$ cat src/rtl/count_checker_sat_counter.sv
// Saturating up-counter with synchronous clear; holds at all-ones once reached.
module sat_counter #(
    parameter int W = 8
) (
    input  logic         clk_i,
    input  logic         rst_ni,
    input  logic         inc_i,
    input  logic         clr_i,
    output logic [W-1:0] cnt_o
);

    always_ff @(posedge clk_i) begin
        if (!rst_ni) begin
            cnt_o <= '0;
        end else if (clr_i) begin
            cnt_o <= '0;
        end else if (inc_i && (cnt_o != {W{1'b1}})) begin
            cnt_o <= cnt_o + W'(1);
        end
    end

endmodule

$ cat config.mk
export PLATFORM = sky130hd
export DESIGN_NAME = sat_counter
export DESIGN_NICKNAME = d
export VERILOG_FILES = /design/src/rtl/count_checker_sat_counter.sv
export SDC_FILE = /design/constraint.sdc
export NUM_CORES = 1
export LEC_CHECK = 0
export BUFFER_PORTS_ARGS = -buffer_cell sky130_fd_sc_hd__clkbuf_2
export CAP_MARGIN = 0
export CORE_AREA = 2 2 39 41
export DETAILED_ROUTE_END_ITERATION = 8
export DIE_AREA = 0 0 41 43
export GPL_ROUTABILITY_DRIVEN = 1
export SLEW_MARGIN = 15
export SYNTH_ARGS = -nofsm -noshare
export SYNTH_HDL_FRONTEND = slang
export SYNTH_SLANG_ARGS = --single-unit
$ cat constraint.sdc
create_clock -name clk_i -period 2.6 [get_ports clk_i]
set_input_delay 0.52 -clock clk_i [delete_from_list [all_inputs] [get_ports clk_i]]
set_output_delay 0.52 -clock clk_i [all_outputs]
set_load 0.02 [all_outputs]
==> results of run 1 <==
where the power goes:
part           switching, uW  internal, uW
logic                   7.52          5.90
clock network           47.8          53.2
registers               1.35           124
Yosys cell counts:
cell,n,share of area (%)
nor2b_2,1,2.1
a21boi_2,1,2.7
and4_1,4,8.3
and3_1,1,1.5
ha_1,1,3.0
mux2i_1,3,7.1
nor3_1,2,2.4
nand2b_1,3,4.5
and4_4,1,2.7
nand2_1,5,4.5
nand3_1,1,1.2
a21oi_1,5,5.9
dfxtp_1,8,38
a311oi_1,1,2.1
a211oi_2,1,3.0
o21ai_0,2,2.4
a31oi_1,2,3.0
nor2b_1,3,4.5
nand4_1,1,1.5
cell families (layout without fill, tap and decap cells):
logic type | count (synthesis) | count (layout) | share of synthesized area (%)
flip-flops | 8 | 8 | 37.98
AND/OR/NAND/NOR | 22 | 22 | 32.94
buffers and inverters | 0 | 14 | 0
multiplexers | 3 | 3 | 7.122
adder cells (fa/ha/maj) | 1 | 1 | 2.967
AO/OA/AOI/OAI | 12 | 12 | 18.99
metal layers:
| metal | track usage (%) | vias up | part of all wire, % |
|---|---|---|---|
| met2 | 17.81 | 8 | 47 |
| met5 | 0 | - | 0 |
| li1 | - | 206 | - |
| met3 | 3.141 | 4 | 3.0 |
| met1 | 16.83 | 185 | 47 |
| met4 | 10.00 | 0 | 3.1 |
worst paths after layout:
check             depth (start not counted)                  start  slack (ns)               endpoint
hold / removal                            2  cnt_o[1]$_SDFFE_PP0P_        0.51  cnt_o[1]$_SDFFE_PP0P_
setup / recovery                          1  cnt_o[4]$_SDFFE_PP0P_        1.13               cnt_o[4]
hold reg to reg                           2  cnt_o[1]$_SDFFE_PP0P_        0.51  cnt_o[1]$_SDFFE_PP0P_
setup reg to reg                          4  cnt_o[0]$_SDFFE_PP0P_        1.26  cnt_o[5]$_SDFFE_PP0P_
final cells by class:
type                    instances  area, um2  share of cell area (%)
well taps                      16      20.02                   3.855
clock buffers                   3      22.52                   4.337
multi-input cells              38      261.5                   50.36
flip-flops and latches          8      160.2                   30.84
repair buffers                 11      55.05                   10.60
stage by stage:
stage               cells  total power (uW)  instance area [um2]
floorplan              46             135.5                421.7
global placement       73             141.0                496.7
detailed placement     73             141.3                496.7
CTS                    76             241.6                519.2
global route           76             247.2                519.2
finish                 76             239.5                519.2
==> reports/results.tsv, run 1 <==
stage	metric	value	unit
final_layout	reg_top3	cnt_o (8)	
clock_tree	clock_latency	0.26	ns
final_layout	num-nets-final	67	
yosys	synth_area	421.7	um2
power	leakage	0.0002171	uW
final_layout	largest_reg_flops	8	
grt	grt_pass1_vias	348	
timing	maxSlewViolCount	0	
clock_tree	holdBufCountCts	0	
clock_tree	htree_levels	1	
yosys	synth_warnings	0	
placement	numPortBuffers	11	
timing	fin_crit_sh	56.58	%
yosys	synth_nets	51	
power	ir_drop	149.4	uV
timing	fin_ws	1.129	ns
final_layout	layout_commonest_cell	clkbuf_2	
timing	tightest_slew	0.4840	ns
timing	min_period	1.471	ns
clock_tree	path_clk_slew	0.06	ns
die	ios	12	
routing	vias_per_cell	5.303	
timing	whs	0.5108	ns
grt	gr-total-overflow	0	
critical_path	slowest_stage	dfxtp_1	
timing	skew	0.002093	ns
critical_path	crit_arrival	0.95	ns
timing	fmax	679.8	MHz
final_layout	final_util	37.52	%
die	rows	14	
clock_tree	cts_root_buf	clkbuf_4	
die	start_util	30.47	%
routing	drtPass1Iterations	4	
yosys	yosys_register_bits	8	
clock_tree	post_cts_buffers	0	
final_layout	syn_to_final_growth	23.15	%
grt	grt_max_degree	10	
yosys	synth.distinct_cells	19	
routing	wl_per_cell	11.59	um
routing	routed_wl	881	um
routing	drc_errors	0	
final_layout	nFillCells	150	
placement	dp.final_hpwl	641.6	um
die	core	0.001384	mm2
clock_tree	post_cts_resized	0	
power	powerDensity	461.2	mW/mm2
timing	hold_viol	0	
routing	vias	403	
critical_path	crit_required	2.08	ns
die	die-area	0.001763	mm2
critical_path	crit_family	flip-flops	
final_layout	final_layout_size_suffix_gt1_share	30.00	%
timing	tns	0	ns
final_layout	diodes	0	
grt	antenna_found_initial	0	
die	die_w	41	um
clock_tree	cts_max_path_buffers	2	
run	cap_violations	0	
yosys	avgSynthCellArea	9.166	um2
clock_tree	numCtsBuffers	3	
timing	relSlewSlack	67.67	%
critical_path	cpPeakStageDelay	0.47	ns
critical_path	path_buf_inv	1	
clock_tree	tritoncts	done	
clock_tree	cts_sinks	8	
timing	setup_viol	0	
yosys	yosysSeqAreaShare	37.98	%
timing	grt_setup_unrepaired	false	
placement	gp_congestion	0.6586	
final_layout	layout_common_cells	11 x clkbuf_2, 8 x dfxtp_1, 5 x a21oi_1, 5 x nand2_1, 4 x and4_1	
final_layout	regMostFlops	cnt_o	
critical_path	crit_path_end_kind	output pin	
hold_path	hp-class	flop to flop	
die	fp.dieH	43	um
critical_path	cp-start-kind	flop	
critical_path	crit_chain	clkbuf_2	
grt	grtUsageTotal	13.08	%
yosys	netlist_instances	46	
critical_path	cp_max_fo	9	
routing	dr.first_iter.drc_count	14	
placement	pre_cts_ws	1.192	ns
routing	ant_nets	0	
critical_path	path_class	flop to output pin	
grt	grt_pass1_wl	1518	um
status	status	finished clean	
No activity file was read; power rests on OpenSTA's default activity.
==> inputs of run 2 (changes only) <==
--- a/config.mk
+++ b/config.mk
@@ -5,6 +5,7 @@
 export SDC_FILE = /design/constraint.sdc
 export NUM_CORES = 1
 export LEC_CHECK = 0
+export ABC_AREA = 1
 export BUFFER_PORTS_ARGS = -buffer_cell sky130_fd_sc_hd__clkbuf_2
 export CAP_MARGIN = 0
 export CORE_AREA = 2 2 39 41
==> constraint.sdc (replaced) <==
create_clock -name clk_i -period 1.25 [get_ports clk_i]
set_input_delay 0.25 -clock clk_i [delete_from_list [all_inputs] [get_ports clk_i]]
set_output_delay 0.25 -clock clk_i [all_outputs]
set_load 0.02 [all_outputs]
==> run 2 against run 1 <==
Net effect:
- global-route usage up 1.8 points
- highest routed layer unchanged
- critical path type unchanged
- critical endpoint is now cnt_o[2]
- final cell count rose by 37%
- worst setup slack got worse by 1.0 ns
- register-to-register slack worse by 1.1 ns
- sequential share of layout area decreased by 3.1 points
- largest power group unchanged
- routed wire length rose by 16%
==> reports/results.tsv, run 2 <==
stage	metric	value	unit	change
final_layout	reg_top3	cnt_o (8)		
critical_path	path_buf_inv	1		unchanged
critical_path	cpPeakStageDelay	0.44	ns	-0.03 ns
placement	dp.final_hpwl	742.3	um	+16%
routing	vias_per_cell	4.587		-14%
placement	numPortBuffers	11		unchanged
die	die-area	0.001763	mm2	unchanged
critical_path	crit_path_end_kind	output pin		
clock_tree	clock_latency	0.26	ns	about the same
yosys	yosysMostFrequentCell	nand2_1		
timing	hold_viol	0		unchanged
hold_path	hp-class	input pin to flop		
yosys	yosysTopAreaCellShare	34.59	%	-3.4 points
routing	drtPass1Iterations	2		-2
grt	antenna_found_initial	0		unchanged
final_layout	num-nets-final	95		+42%
yosys	synth_warnings	0		unchanged
power	leakage	0.0002839	uW	+31%
critical_path	slowest_stage	dfxtp_1		
routing	dr.first_iter.drc_count	3		-11
timing	relSlewSlack	85.04	%	+17 points
die	die_w	41	um	unchanged
run	cap_violations	0		unchanged
timing	tns	0	ns	unchanged
grt	grt_max_degree	11		+1
clock_tree	cts_max_path_buffers	2		unchanged
routing	vias	477		+18%
timing	min_period	1.159	ns	
power	ir_drop	724.9	uV	+390%
clock_tree	cts_sinks	8		unchanged
final_layout	layout_commonest_cell	nand2_1		
final_layout	fin_cells	104		+37%
power	powerDensity	863.7	mW/mm2	+87%
yosys	synth_nets	77		+51%
power	finalPower	514.4	uW	+110%
timing	fmax	863.0	MHz	
die	start_util	33.45	%	+3.0 points
clock_tree	tritoncts	done		
yosys	netlist_instances	72		+57%
clock_tree	htree_levels	1		unchanged
die	core	0.001384	mm2	unchanged
grt	grtUsageTotal	14.89	%	+1.8 points
yosys	synthFlopType	dfxtp_1		
placement	place_inst	101		+38%
final_layout	regMostFlops	cnt_o		
timing	fin_ws	0.09126	ns	-1.038 ns
critical_path	crit_required	1.00	ns	-1.08 ns
grt	gr-total-overflow	0		unchanged
routing	wl_per_cell	9.827	um	-15%
clock_tree	holdBufCountCts	0		unchanged
critical_path	cp-start-kind	flop		
final_layout	diodes	0		unchanged
timing	skew	0.001489	ns	-0.0006042 ns
timing	whs	0.2506	ns	-0.2603 ns
grt	grt_pass1_wl	1683	um	+11%
clock_tree	cts_root_buf	clkbuf_4		
yosys	yosys-top-cells-area	dfxtp_1 35%, nand2_1 14%, nor2_1 11%, a21oi_1 6.5%, inv_1 6.5%		
critical_path	path_class	flop to output pin		
grt	grt_pass1_vias	432		+24%
die	rows	14		unchanged
die	fp.dieH	43	um	unchanged
final_layout	largest_reg_flops	8		unchanged
placement	pre_cts_ws	0.05154	ns	-1.140 ns
routing	routed_wl	1022	um	+16%
yosys	synthTopCellsByCount	17 x nand2_1, 13 x nor2_1, 8 x dfxtp_1, 8 x inv_1, 6 x a21oi_1		
critical_path	crit_chain	clkbuf_2		
yosys	async_flop_share	0	%	unchanged
timing	maxSlewViolCount	0		unchanged
timing	fin_crit_sh	92.70	%	
placement	gp_congestion	0.7302		+11%
clock_tree	path_clk_slew	0.06	ns	about the same
timing	setup_viol	0		unchanged
yosys	synth_top_area_cell	dfxtp_1		
die	ios	12		unchanged
timing	tightest_slew	0.2241	ns	-0.2599 ns
yosys	avgSynthCellArea	6.430	um2	-30%
timing	grt_setup_unrepaired	false		
yosys	synth_area	462.9	um2	+9.8%
yosys	yosysSeqAreaShare	34.59	%	-3.4 points
yosys	synth-edff-count	0		unchanged
final_layout	syn_to_final_growth	28.65	%	
final_layout	layout_common_cells	16 x nand2_1, 13 x nor2_1, 11 x clkbuf_2		
yosys	synth.distinct_cells	18		-1
status	status	finished clean		
final_layout	final_layout_size_suffix_gt1_share	30.68	%	+0.68 points
critical_path	crit_family	flip-flops		
routing	ant_nets	0		unchanged
critical_path	cp_max_fo	6		-3
yosys	yosys_register_bits	8		unchanged
routing	drc_errors	0		unchanged
critical_path	crit_arrival	0.91	ns	-0.04 ns
clock_tree	numCtsBuffers	3		unchanged
-- run 2: stage by stage --
| step | area [um2] | util (%) |
|---|---|---|
| 3_5_place_dp | 555.5 | 40.14 |
| 4_1_cts | 578.1 | 41.77 |
| 3_3_place_gp | 555.5 | 40.14 |
| 2_1_floorplan | 465.4 | - |
| 6_report | 595.6 | 43.04 |
| 5_1_grt | 595.6 | 43.04 |
-- run 2: where the power goes --
| group | total (uW) | internal, uW | switching [uW] |
|---|---|---|---|
| logic | 42.8 | 19.4 | 23.4 |
| clock network | 211 | 111 | 100 |
| registers | 261 | 257 | 3.63 |
| total | 514 | 387 | 127 |
-- run 2: final timing paths --
path | from | end | slack (ns) | cells past startpoint
setup / recovery | cnt_o[2]$_SDFFE_PP0P_ | cnt_o[2] | 0.09 | 1
hold / removal | clr_i | cnt_o[2]$_SDFFE_PP0P_ | 0.25 | 4
setup reg to reg | cnt_o[1]$_SDFFE_PP0P_ | cnt_o[6]$_SDFFE_PP0P_ | 0.12 | 8
hold reg to reg | cnt_o[1]$_SDFFE_PP0P_ | cnt_o[1]$_SDFFE_PP0P_ | 0.53 | 2
-- run 2: routing by layer --
metal	track usage (%)	vias up	wire length, um
met5	0	-	0
met1	16.50	205	477
li1	-	260	-
met2	21.88	8	471
met3	4.712	4	35
met4	12.00	0	38
-- run 2: cells by family (layout without fill, tap and decap cells) --
| logic type | count (synthesis) | after routing | share of synthesized area (%) |
|---|---|---|---|
| fa+ha+maj | 1 | 1 | 2.702 |
| compound gates | 8 | 8 | 8.649 |
| simple gates | 44 | 44 | 44.33 |
| buf+inv | 11 | 27 | 9.729 |
| flops | 8 | 8 | 34.59 |
-- run 2: cell type report --
cell class | instances | area, um2
timing repair buffer | 14 | 77.57
inverter | 10 | 37.54
fill | 157 | 788.3
tap | 16 | 20.02
clock buffer | 3 | 22.52
multi-input combinational | 53 | 272.8
sequential | 8 | 165.2
-- run 2: repair_timing --
item | in CTS | in global routing
hold endpoints to repair | 0 | 0
gates resized for setup | 0 | 4
setup buffers | 0 | 0
endpoints found under the setup margin | 0 | 2
==> inputs of run 3 (changes only) <==
==> constraint.sdc (replaced) <==
create_clock -name clk_i -period 1.4 [get_ports clk_i]
set_input_delay 0.28 -clock clk_i [delete_from_list [all_inputs] [get_ports clk_i]]
set_output_delay 0.28 -clock clk_i [all_outputs]
set_load 0.02 [all_outputs]
==> run 3 against run 2 <==
Net effect:
- worst hold slack improved by 0.024 ns
- final cell count fell by 1.9%
- sequential cell count did not move
- worst setup slack improved by 0.063 ns
- routed wire length fell by 10%
- critical path depth rose by 7
- via count fell by 5.0%
- die area did not move
- largest power group unchanged
- first-iteration DRC count rose by 100%
- power fell by 12%
==> reports/results.tsv, run 3 (synthesis gave the netlist of run 2 again) <==
stage	metric	value	unit	change
status	status	finished clean		
power	ir_drop	358.4	uV	-51%
placement	numPortBuffers	11		unchanged
routing	routed_wl	915	um	-10%
grt	grtUsageTotal	13.41	%	-1.5 points
clock_tree	numCtsBuffers	3		unchanged
hold_path	hp-class	input pin to flop		
die	fp.dieH	43	um	unchanged
final_layout	layout_commonest_cell	nand2_1		
clock_tree	htree_levels	1		unchanged
grt	gr-total-overflow	0		unchanged
routing	drc_errors	0		unchanged
routing	drtPass1Iterations	4		+2
final_layout	diodes	0		unchanged
timing	tightest_slew	0.2351	ns	+0.01099 ns
critical_path	r2r_slack	0.15	ns	+0.03 ns
hold_path	hold_end	cnt_o[2]$_SDFFE_PP0P_		
final_layout	layout_common_cells	17 x nand2_1, 12 x nor2_1, 11 x clkbuf_2		
die	die-area	0.001763	mm2	unchanged
placement	gp_congestion	0.7529		+3.1%
placement	place_inst	99		-2.0%
critical_path	crit_arrival	1.39	ns	+0.48 ns
critical_path	crit_path_end_kind	flop		
clock_tree	cts_root_buf	clkbuf_4		
final_layout	regMostFlops	cnt_o		
routing	wl_per_cell	8.971	um	-8.7%
final_layout	num-nets-final	93		-2.1%
die	ios	12		unchanged
critical_path	crit_start	cnt_o[1]$_SDFFE_PP0P_		
clock_tree	path_clk_slew	0.06	ns	about the same
grt	grt_pass1_vias	402		-6.9%
final_layout	final_layout_size_suffix_gt1_share	27.91	%	-2.8 points
timing	grt_setup_unrepaired	false		
grt	grt_max_degree	11		unchanged
die	start_util	33.45	%	unchanged
grt	antenna_found_initial	0		unchanged
die	rows	14		unchanged
final_layout	reg_top3	cnt_o (8)		
timing	fmax	802.7	MHz	
power	finalPower	452.6	uW	-12%
clock_tree	clock_latency	0.26	ns	about the same
clock_tree	tritoncts	done		
timing	skew	0.01202	ns	+0.01053 ns
timing	min_period	1.246	ns	
run	cap_violations	0		unchanged
critical_path	reg2regPathDepth	8		unchanged
die	die_w	41	um	unchanged
critical_path	cp-start-kind	flop		
clock_tree	cts_sinks	8		unchanged
timing	fin_crit_sh	88.98	%	
die	core	0.001384	mm2	unchanged
placement	dp.final_hpwl	685.2	um	-7.7%
timing	relSlewSlack	84.31	%	-0.73 points
critical_path	r2r_end	cnt_o[6]$_SDFFE_PP0P_		
power	leakage	0.0002715	uW	-4.4%
hold_path	min-delay-start	clr_i		
timing	tns	0	ns	unchanged
critical_path	cp_max_fo	4		-2
clock_tree	cts_max_path_buffers	2		unchanged
final_layout	largest_reg_flops	8		unchanged
hold_path	hold_path_depth	4		unchanged
power	powerDensity	798.5	mW/mm2	-7.6%
timing	hold_viol	0		unchanged
final_layout	syn_to_final_growth	22.43	%	
critical_path	path_class	flop to flop		
timing	maxSlewViolCount	0		unchanged
final_layout	fin_cells	102		-1.9%
routing	dr.first_iter.drc_count	6		+3
timing	whs	0.2745	ns	+0.02388 ns
timing	setup_viol	0		unchanged
critical_path	crit_required	1.55	ns	+0.55 ns
routing	ant_nets	0		unchanged
routing	vias	453		-5.0%
grt	grt_pass1_wl	1580	um	-6.1%
critical_path	r2r_start	cnt_o[1]$_SDFFE_PP0P_		
routing	vias_per_cell	4.441		-3.2%
run 3: changes by cell type in the layout (fill, tap and decap cells not counted), sizes merged:
cell	before	now
buf	3	1
run 3: per-layer routing:
layer / global-route usage, % / vias up / share of wire, %
met5: 0 / - / 0
met4: 8.000 / 0 / 2.1
met3: 4.712 / 2 / 4.3
met2: 17.81 / 8 / 42
met1: 17.92 / 191 / 51
li1: - / 252 / -
run 3: how the worst max path moves through the flow:
stage | end | depth (start not counted)
2_1_floorplan | cnt_o[6]$_SDFFE_PP0P_ | 8
3_3_place_gp | cnt_o[6]$_SDFFE_PP0P_ | 8
3_5_place_dp | cnt_o[6]$_SDFFE_PP0P_ | 8
4_1_cts | cnt_o[6]$_SDFFE_PP0P_ | 8
5_1_grt | cnt_o[6]$_SDFFE_PP0P_ | 8
6_report | cnt_o[6]$_SDFFE_PP0P_ | 8
run 3: power breakdown:
part           internal [uW]  leakage, uW  switching, uW
registers                231    0.0000651           2.98
logic                   13.2     0.000193           18.9
clock network           98.7    0.0000138           88.1
run 3: area by class of cell:
class                      instances  area [um2]
fill                             144       817.0
multi-input combinational         53       262.8
sequential                         8       161.4
timing repair buffer              12       62.56
inverter                          10       37.54
clock buffer                       3       22.52
tap                               16       20.02
run 3: stage by stage:
step | utilization, % | worst slack (ns) | area (um2)
after floorplan | - | 0.06566 | 462.9
after global placement | 38.88 | 0.1248 | 538.0
after detailed placement | 38.88 | 0.1023 | 538.0
after CTS | 40.51 | 0.09198 | 560.5
after global routing | 40.96 | 0.01188 | 566.8
final | 40.96 | 0.1542 | 566.8
run 3: what timing repair did:
| action | CTS | global route |
|---|---|---|
| hold buffers | 0 | 0 |
| setup buffers | 0 | 0 |
| endpoints found under the setup margin | 0 | 1 |
| gates resized for setup | 0 | 3 |
run 3: worst max-delay path, cell delays in order (launching register included):
cell and delay, ns:
dfxtp_1 0.38, ha_2 0.21, nand2_1 0.10, inv_1 0.07, nand2_1 0.08, nor2_2 0.12
nand3_1 0.07, nand2_1 0.07, nor2_1 0.04
